### config.mk
export PLATFORM = sky130hd
export DESIGN_NAME = folded_threshold_unit_flat
export DESIGN_NICKNAME = d
export VERILOG_FILES = /design/src/rtl/folded_threshold_unit_if.sv /design/src/rtl/folded_threshold_unit.sv /design/src/flat_wrapper.sv
export SDC_FILE = /design/constraint.sdc
export NUM_CORES = 1
export LEC_CHECK = 0
export CORE_UTILIZATION = 48
export CTS_CLUSTER_DIAMETER = 80
export DETAILED_ROUTE_END_ITERATION = 12
export PLACE_DENSITY = 0.77
export SLEW_MARGIN = 20
export SYNTH_ARGS = -nofsm -noshare
export SYNTH_HDL_FRONTEND = slang
export SYNTH_SLANG_ARGS = --single-unit
### constraint.sdc
create_clock -name clk -period 5 [get_ports clk]
set_input_delay 1 -clock clk [delete_from_list [all_inputs] [get_ports clk]]
set_output_delay 1 -clock clk [all_outputs]
set_load 0.005 [all_outputs]
### src/rtl/folded_threshold_unit_if.sv
// Handshake bundle between the vote-vector source, the folded threshold unit
// and the decision consumer. The source/consumer side uses master, the unit uses slave.
interface folded_threshold_unit_if #(
  parameter int N  = 31,
  parameter int CW = $clog2(N + 1)
);
  logic          in_valid;
  logic          in_ready;
  logic [N-1:0]  x;
  logic          thr_mode;
  logic [CW-1:0] thr;
  logic          out_valid;
  logic          out_ready;
  logic          y;
  logic [CW-1:0] hw;
  logic          early;

  modport master (
    output in_valid, x, thr_mode, thr, out_ready,
    input  in_ready, out_valid, y, hw, early
  );

  modport slave (
    input  in_valid, x, thr_mode, thr, out_ready,
    output in_ready, out_valid, y, hw, early
  );
endinterface

### src/rtl/folded_threshold_unit.sv
// Folded threshold gate: counts the ones of an N-bit vote vector FOLD_W bits per
// cycle and reports y = (count >= T) together with the count. T is either the
// strict majority floor(N/2)+1 or a programmable threshold. With EARLY_EXIT the
// unit stops as soon as the remaining bits can no longer change the decision.
//
//   state | meaning
//   IDLE  | ready for a new vector (in_ready=1)
//   ACCUM | adding one chunk popcount per cycle, LSB chunk first
//   DONE  | result held on y/hw/early until the consumer takes it
module folded_threshold_unit #(
  parameter int N          = 31,
  parameter int FOLD_W     = 8,
  parameter bit EARLY_EXIT = 1'b0
) (
  input  logic clk,
  input  logic rst_n,
  folded_threshold_unit_if.slave bus
);
  localparam int CW     = $clog2(N + 1);
  localparam int NCHUNK = (N + FOLD_W - 1) / FOLD_W;
  localparam int PADW   = NCHUNK * FOLD_W;
  localparam int IW     = (NCHUNK > 1) ? $clog2(NCHUNK) : 1;
  localparam logic [CW-1:0] MAJ_T = CW'(N / 2 + 1);

  typedef enum logic [1:0] {IDLE, ACCUM, DONE} state_t;

  state_t        state;
  logic [PADW-1:0] x_q;
  logic [CW-1:0] t_q;
  logic [CW-1:0] count_q;
  logic [IW-1:0] idx_q;
  logic [1:0]    rst_sync_q;
  logic          rst_sync;
  logic          in_ready_q, out_valid_q, y_q, early_q;
  logic [CW-1:0] hw_q;

  logic [FOLD_W-1:0] chunk;
  logic [CW-1:0]     chunk_ones;
  logic [CW-1:0]     count_next;
  logic [CW:0]       rem;
  logic              last_chunk, hit, miss;
  int                done_bits;

  assign bus.in_ready  = in_ready_q;
  assign bus.out_valid = out_valid_q;
  assign bus.y         = y_q;
  assign bus.hw        = hw_q;
  assign bus.early     = early_q;

  // Reset asserts immediately but is released only after two clean clock edges.
  always_ff @(posedge clk or negedge rst_n) begin
    if (!rst_n) rst_sync_q <= 2'b00;
    else        rst_sync_q <= {rst_sync_q[0], 1'b1};
  end
  assign rst_sync = rst_sync_q[1];

  // Popcount of the current chunk and the early-decision tests on the updated count.
  always_comb begin
    chunk      = x_q[int'(idx_q) * FOLD_W +: FOLD_W];
    chunk_ones = '0;
    for (int i = 0; i < FOLD_W; i++) chunk_ones = chunk_ones + CW'(chunk[i]);
    count_next = count_q + chunk_ones;
    last_chunk = (idx_q == IW'(NCHUNK - 1));
    done_bits  = (int'(idx_q) + 1) * FOLD_W;
    rem        = (done_bits >= N) ? '0 : (CW + 1)'(N - done_bits);
    hit        = (count_next >= t_q);
    miss       = (({1'b0, count_next} + rem) < {1'b0, t_q});
  end

  // Control FSM with registered handshake and result outputs.
  always_ff @(posedge clk or negedge rst_n) begin
    if (!rst_n) begin
      state       <= IDLE;
      in_ready_q  <= 1'b1;
      out_valid_q <= 1'b0;
      y_q         <= 1'b0;
      hw_q        <= '0;
      early_q     <= 1'b0;
      x_q         <= '0;
      t_q         <= '0;
      count_q     <= '0;
      idx_q       <= '0;
    end else if (!rst_sync) begin
      // Hold off new vectors until the released reset has been synchronised.
      state       <= IDLE;
      in_ready_q  <= 1'b0;
      out_valid_q <= 1'b0;
    end else begin
      case (state)
        IDLE: begin
          in_ready_q <= 1'b1;
          if (bus.in_valid && in_ready_q) begin
            x_q        <= PADW'(bus.x);
            t_q        <= bus.thr_mode ? bus.thr : MAJ_T;
            count_q    <= '0;
            idx_q      <= '0;
            in_ready_q <= 1'b0;
            state      <= ACCUM;
          end
        end
        ACCUM: begin
          count_q <= count_next;
          idx_q   <= idx_q + 1'b1;
          if (last_chunk) begin
            state       <= DONE;
            out_valid_q <= 1'b1;
            y_q         <= hit;
            hw_q        <= count_next;
            early_q     <= 1'b0;
          end else if (EARLY_EXIT && (hit || miss)) begin
            state       <= DONE;
            out_valid_q <= 1'b1;
            y_q         <= hit;
            hw_q        <= count_next;
            early_q     <= 1'b1;
          end
        end
        DONE: begin
          if (bus.out_ready) begin
            out_valid_q <= 1'b0;
            in_ready_q  <= 1'b1;
            state       <= IDLE;
          end
        end
        default: state <= IDLE;
      endcase
    end
  end
endmodule

### src/flat_wrapper.sv
// flat-port wrapper written by rule: the top's interface ports become plain ports
module folded_threshold_unit_flat 
#(
  parameter int N          = 31,
  parameter int FOLD_W     = 8,
  parameter bit EARLY_EXIT = 1'b0
)
  (clk, rst_n, bus_in_valid, bus_x, bus_thr_mode, bus_thr, bus_out_ready, bus_in_ready, bus_out_valid, bus_y, bus_hw, bus_early);
  folded_threshold_unit_if #(.N(N)) bus_i ();
  input  logic clk;
  input  logic rst_n;
  input wire logic [$bits(bus_i.in_valid)-1:0] bus_in_valid;
  input wire logic [$bits(bus_i.x)-1:0] bus_x;
  input wire logic [$bits(bus_i.thr_mode)-1:0] bus_thr_mode;
  input wire logic [$bits(bus_i.thr)-1:0] bus_thr;
  input wire logic [$bits(bus_i.out_ready)-1:0] bus_out_ready;
  output wire logic [$bits(bus_i.in_ready)-1:0] bus_in_ready;
  output wire logic [$bits(bus_i.out_valid)-1:0] bus_out_valid;
  output wire logic [$bits(bus_i.y)-1:0] bus_y;
  output wire logic [$bits(bus_i.hw)-1:0] bus_hw;
  output wire logic [$bits(bus_i.early)-1:0] bus_early;
  assign bus_i.in_valid = bus_in_valid;
  assign bus_i.x = bus_x;
  assign bus_i.thr_mode = bus_thr_mode;
  assign bus_i.thr = bus_thr;
  assign bus_i.out_ready = bus_out_ready;
  assign bus_in_ready = bus_i.in_ready;
  assign bus_out_valid = bus_i.out_valid;
  assign bus_y = bus_i.y;
  assign bus_hw = bus_i.hw;
  assign bus_early = bus_i.early;
  folded_threshold_unit #(.N(N), .FOLD_W(FOLD_W), .EARLY_EXIT(EARLY_EXIT)) u_core (.clk(clk), .rst_n(rst_n), .bus(bus_i));
endmodule
== After elaboration in Yosys (flattened, before gate mapping) ==
Index checks and enable logic that the tools add are counted.

* Output and inout bits: 9
* Register bits: 55
* Input port bits: 41

* $add $sub $neg: 9
* Equal/unequal tests: 9
* Shift operators: 1
* Reduce and logical (&&, ||, !) cells: 9
* Muxes and demuxes: 18
* Magnitude comparators: 1

{| class="wikitable"
|+ Operators by type and width
! kind !! number
|-
| indexed part select 32 x 6 -> 8 bit || 1
|-
| adder 5 x 1 -> 5 bit || 6
|-
| != test 3 bit (second input constant) || 5
|-
| AND reduction 3 bit || 5
|-
| 2-to-1 mux 2 bit || 5
|-
| 2-to-1 mux 5 bit || 2
|-
| one-hot mux 5 bit (2 select lines) || 1
|-
| 2-to-1 mux 1 bit || 6
|-
| one-hot mux 2 bit (3 select lines) || 1
|-
| adder 5 bit || 1
|-
| >= comparator 5 bit || 1
|-
| equality test 2 bit (second input constant) || 2
|-
| one-hot mux 1 bit (2 select lines) || 2
|-
| one-hot mux 2 bit (2 select lines) || 1
|-
| adder 1 x 1 -> 2 bit || 1
|-
| adder 2 x 1 -> 2 bit (second input constant) || 1
|-
| equality test 2 x 1 -> 1 bit (second input constant) || 1
|-
| logical NOT 2 bit || 1
|-
| != test 2 x 1 -> 1 bit (second input constant) || 1
|-
| AND reduction 2 bit || 1
|-
| nonzero test 2 bit || 1
|-
| logical AND 1 bit || 1
|}

== Depth between registers and ports, before layout ==
Gate-level depths: netlist (run 1).

* Depth after elaboration: 10
* Depth in mapped cells: 18
* Depth with buffers taken out: 17

== Least setup slack after synthesis (run 1) ==
No wires, ideal clock.

* Kind: flip-flop to flip-flop
* From: register u_core.idx_q[0]
* To: register u_core.y_q (netlist: u_core.bus.y)
* Arrival: 4918 ps
* Library setup time: 125 ps
* Slack: -43 ps
* Clock period less this slack: 5043 ps
* Cell stages (with the launch flop): 18
* Cell sequence: dfrtp_1 -> buf_2 -> mux4_2 -> ha_1 -> inv_1 -> fa_1 -> fa_1 -> fa_1 -> inv_1 -> ha_1 -> fa_1 -> a211o_1 -> nand2_1 -> xnor3_1 -> ha_1 -> a21oi_1 -> o21ai_0 -> mux2_2

* Cells in the longest elaborated chain, start to end: 10
* Elaborated cells on any way between the ends: 12

{| class="wikitable"
|+ Ends and longest elaborated chain
! element !! RTL line !! text
|-
| start: declaration || folded_threshold_unit.sv:31 || <nowiki>logic [IW-1:0] idx_q;</nowiki>
|-
| start signal: assignment || folded_threshold_unit.sv:103 || <nowiki>idx_q <= idx_q + 1'b1;</nowiki>
|-
| indexed part select 32 x 6 -> 8 bit * || folded_threshold_unit.sv:59 || <nowiki>chunk = x_q[int'(idx_q) * FOLD_W +: FOLD_W];</nowiki>
|-
| adder 1 x 1 -> 2 bit || folded_threshold_unit.sv:61 || <nowiki>for (int i = 0; i < FOLD_W; i++) chunk_ones = chunk_ones + CW'(chunk[i]);</nowiki>
|-
| adder 5 x 1 -> 5 bit (5 in a row) || folded_threshold_unit.sv:61 ||
|-
| adder 5 x 1 -> 5 bit * || folded_threshold_unit.sv:61 ||
|-
| adder 5 bit * || folded_threshold_unit.sv:62 || <nowiki>count_next = count_q + chunk_ones;</nowiki>
|-
| net u_core.count_next[4] || folded_threshold_unit.sv:39 || <nowiki>logic [CW-1:0] count_next;</nowiki>
|-
| >= comparator 5 bit * || folded_threshold_unit.sv:66 || <nowiki>hit = (count_next >= t_q);</nowiki>
|-
| end signal: assignment || folded_threshold_unit.sv:107 || <nowiki>y_q <= hit;</nowiki>
|-
| end signal: assignment || folded_threshold_unit.sv:113 || <nowiki>y_q <= hit;</nowiki>
|-
| end: declaration || folded_threshold_unit.sv:34 || <nowiki>logic in_ready_q, out_valid_q, y_q, early_q;</nowiki>
|}

Mark *: on every way through the listed nets, which the timed path passes. The rest lies on a longest branch.
A chain may end at the register's enable or synchronous reset.

== Worst setup path in the final report (run 1) ==
Ends and elaborated chain as after synthesis.

==> summary.md, run 1 <==
| Metric | Value |
|---|---|
| Status | `complete, no violations` |
| Peak supply drop | `423 uV` |
| Setup violations, final | `0` |
| Worst rel slew slack | `54.1%` |
| Worst-path fanout max | `3` |
| Largest family of logic cells by synthesized area | `multiplexers` |
| Worst Skew | `roughly 0.0084 ns` |
| ANT cells | `0` |
| GR Overflow Total | `0` |
| Post-Synth Simple-Gate Area | `7.21%` |
| Post-synth EDFFs | `0` |
| Ys Warns | `0` |
| Final number of hold-violating endpoints | `0` |
| Syn nets | `303` |
| Total routing usage reported by global routing | `about 18%` |
| Clock Power Share | `10.2%` |
| Worst Hold Depth | `0` |
| ANT nets after route | `0` |
| Die area | `6280 sq um` |
| Pwr per Cell Area | `between 600 and 700 nW/um^2` |
| Hold Crit Start | `u_core.rst_sync_q[0]` |
| Power share of the sequential group | `a little over a quarter` |
| Switch Pwr | `964 uW` |
| Hold crit path type | `reg2reg` |
| Initial antenna violation count | `0` |
| # placed instances | `353` |
| CP Capture Type | `register` |
| Worst r2r dst | `u_core.bus.y` |
| Cell-internal power | `1440 uW` |
| Max Fclk | `209 MHz` |
| R2R Setup Slk | `0.22 ns` |
| Async SR Flop Fraction | `100%` |
| Filler cell count | `446` |
| Final Slew Violations | `0` |
| WP data arrival | `between 4 and 5 ns` |
| Hold Path Sink | `u_core.rst_sync_q[1]` |
| # DRC | `0` |
| Routability Congestion | `0.867` |
| HPWL Detailed | `3.69 mm` |
| Hold-fix buffers at CTS | `0` |
| R2R cell count | `16` |
| Cell count after synthesis | `237` |
| Least-Margin Pin Slew | `between 0.6 and 0.7 ns` |
| Layout area overhead | `23.8%` |
| Fin crit share | `roughly 96%` |
| Setup WS post-layout | `roughly 0.22 ns` |
| Multiplexer share of the synthesized area | `19.2%` |
| Initial core utilization | `about half` |
| Compound-Gate Fraction of Synth Area | `6.90%` |
| Lkg Pwr | `between 0.0015 and 0.002 uW` |
| Setup repair after global routing missed its margin | `no` |
| Bufs on Longest Clock Path | `2` |
| TritonCTS clock tree | `done` |
| Mapped Area | `around 2900 sq um` |
| DIE WIDTH | `79.3 microns` |
| Number of port buffers | `48` |
| Crit start category | `register` |
| Post-synthesis xor/xnor area fraction | `around 1.4%` |
| Routed WL per cell | `13.8 microns` |
| Placeable core area | `5640 sq um` |
| First-pass GRT wire length | `8.54 mm` |
| Vias | `1900` |
| WL final | `5.00 mm` |
| Non-Filler Instances | `between 300 and 400` |
| Dpl ws | `-0.00282 ns` |
| Crit path required time | `5.20 ns` |
| Reg2reg start | `u_core.idx_q[0]` |
| Vias per cell | `5.23` |
| Fin crit period | `between 4 and 5 ns` |
| Fin nets | `356` |
| 1st-pass router iterations | `6` |
| Yosys cell types | `39` |
| Synth Area per Inst | `roughly 12 sq um` |
| Critical path class | `reg2reg` |
| Die H | `around 80 microns` |
| Most frequent cells in the layout | `dfrtp_1, clkdlybuf4s50_1, mux2_2, inv_1, ha_1` |
| Ratio of cells with drive above 1 in the final layout | `22.3%` |
| Combinational Power Share | `63.2%` |
| Root buffer cell | `clkbuf_8` |
| Sequential fraction of the synthesis area | `between 40% and 50%` |
| DRT iter0 DRCs | `79` |
| Synth Area in Adders | `12.0%` |
| Clk slew on worst S/H paths | `0.10 ns` |
| CTS Sinks | `55` |
| Total CTS buffers | `5` |
| Max Cap Viol | `0` |
| Switching share of total power | `40.2%` |
| Largest net degree at the start of global routing | `56` |
| Ys flop type | `dfrtp_1` |
| Vias in the first global route | `roughly 2000` |
| Most common cell after layout, fill and taps aside | `dfrtp_1` |
| Worst-Skew Late Latency | `0.31 ns` |
| I/O Pins | `50` |
| Htree depth | `2` |
| # rows | `27` |
| Yosys reg bits | `55` |
-- cell usage after synthesis, types with 4 or more instances --
master   number  area, sq um
mux4_2        7          158
o21ai_0      14         70.1
a21oi_1       8         40.0
buf_2         6         30.0
nand3_1       9         45.0
dfrtp_1      54         1350
mux2_2       34          383
ha_1         21          263
inv_1        26         97.6
nor2_1        6         22.5
nand2_1      17         63.8
fa_1          4         80.1
-- metal layers --
layer	vias to the layer above	global-route usage, %	wire [microns]
li1	921	-	-
met1	934	22.1	2300
met2	38	29.8	2420
met3	7	4.25	202
met4	0	5.45	77
met5	-	0	0
-- layout make-up --
type | count | area [sq um] | share of cell area (%)
clock buffer | 6 | 72.6 | 2.05
tap | 72 | 90.1 | 2.54
inverter | 26 | 97.6 | 2.75
multi-input combinational | 147 | 1370 | 38.5
timing repair buffer | 55 | 528 | 14.9
clock inverter | 2 | 16.3 | 0.458
sequential | 55 | 1380 | 38.8
-- worst max-delay path, cell delays in order, from the launching register on --
cell and delay (ns):
dfrtp_1 0.42, mux4_2 0.55, ha_4 0.28, inv_1 0.04
fa_1 0.49, fa_1 0.43, fa_1 0.49, inv_1 0.04
ha_2 0.19, fa_2 0.37, a211o_1 0.28, nand2_1 0.07
xnor3_1 0.23, ha_1 0.34, a21oi_2 0.14, o21ai_1 0.07
mux2_2 0.25
-- stage by stage --
step                utilization, %  area [sq um]  power, uW  hold WS (ns)  TNS [ns]
floorplan                        -          2870       1650         0.331         0
global placement              60.7          3420       2070         0.334         0
detailed placement            60.7          3420       2100         0.340  -0.00282
CTS                           62.3          3510       2390         0.364         0
global route                  62.9          3550       2660         0.377         0
finish                        62.9          3550       2400         0.363         0
-- repair_timing --
action	4_1_cts	5_1_grt
setup buffers	0	2
pin swaps	0	7
resized for setup	1	4
setup endpoints to repair	1	1
-- cell families (layout without fill, tap and decap cells) --
group                    after synthesis  after routing
flip-flops                            55             55
multiplexers                          42             42
AND/OR/NAND/NOR                       42             42
buffers and inverters                 35             89
AO/OA/AOI/OAI                         33             33
adder cells (fa/ha/maj)               25             25
XOR/XNOR                               3              3
other                                  2              2
-- power by group through the flow --
stage | clock network, uW | registers (uW) | logic, uW
global placement | 0 | 644 | 1420
CTS | 256 | 640 | 1490
global route | 273 | 655 | 1730
floorplan | 0 | 621 | 1030
finish | 246 | 639 | 1520
detailed placement | 0 | 649 | 1450
-- state kept, by name (all words and copies together) (netlist names) --
signal,count
u_core.state,2
u_core.bus.hw,5
u_core.bus.in_ready,1
u_core.rst_sync_q,2
u_core.count_q,5
u_core.x_q,31
u_core.t_q,5
u_core.bus.y,1
u_core.bus.out_valid,1
u_core.idx_q,2
-- worst max-delay path by stage --
stage	startpoint	end	slack [ns]	cells past startpoint
3_3_place_gp	u_core.idx_q[0]	u_core.bus.y	0.09	16
6_report	u_core.idx_q[0]	u_core.bus.y	0.22	16
3_5_place_dp	u_core.idx_q[0]	u_core.bus.y	-0.003	16
4_1_cts	u_core.idx_q[0]	u_core.bus.y	0.04	16
5_1_grt	u_core.idx_q[0]	u_core.bus.y	0.01	17
2_1_floorplan	u_core.idx_q[0]	u_core.bus.y	0.02	17
Power figures use the tool's default switching activity.
==> run 2, diff against run 1 <==
Settings changed: CTS_CLUSTER_SIZE from default to 8.
==> results of run 2 <==
Same layout as run 1: the final DEF is identical, and so are final timing and power.
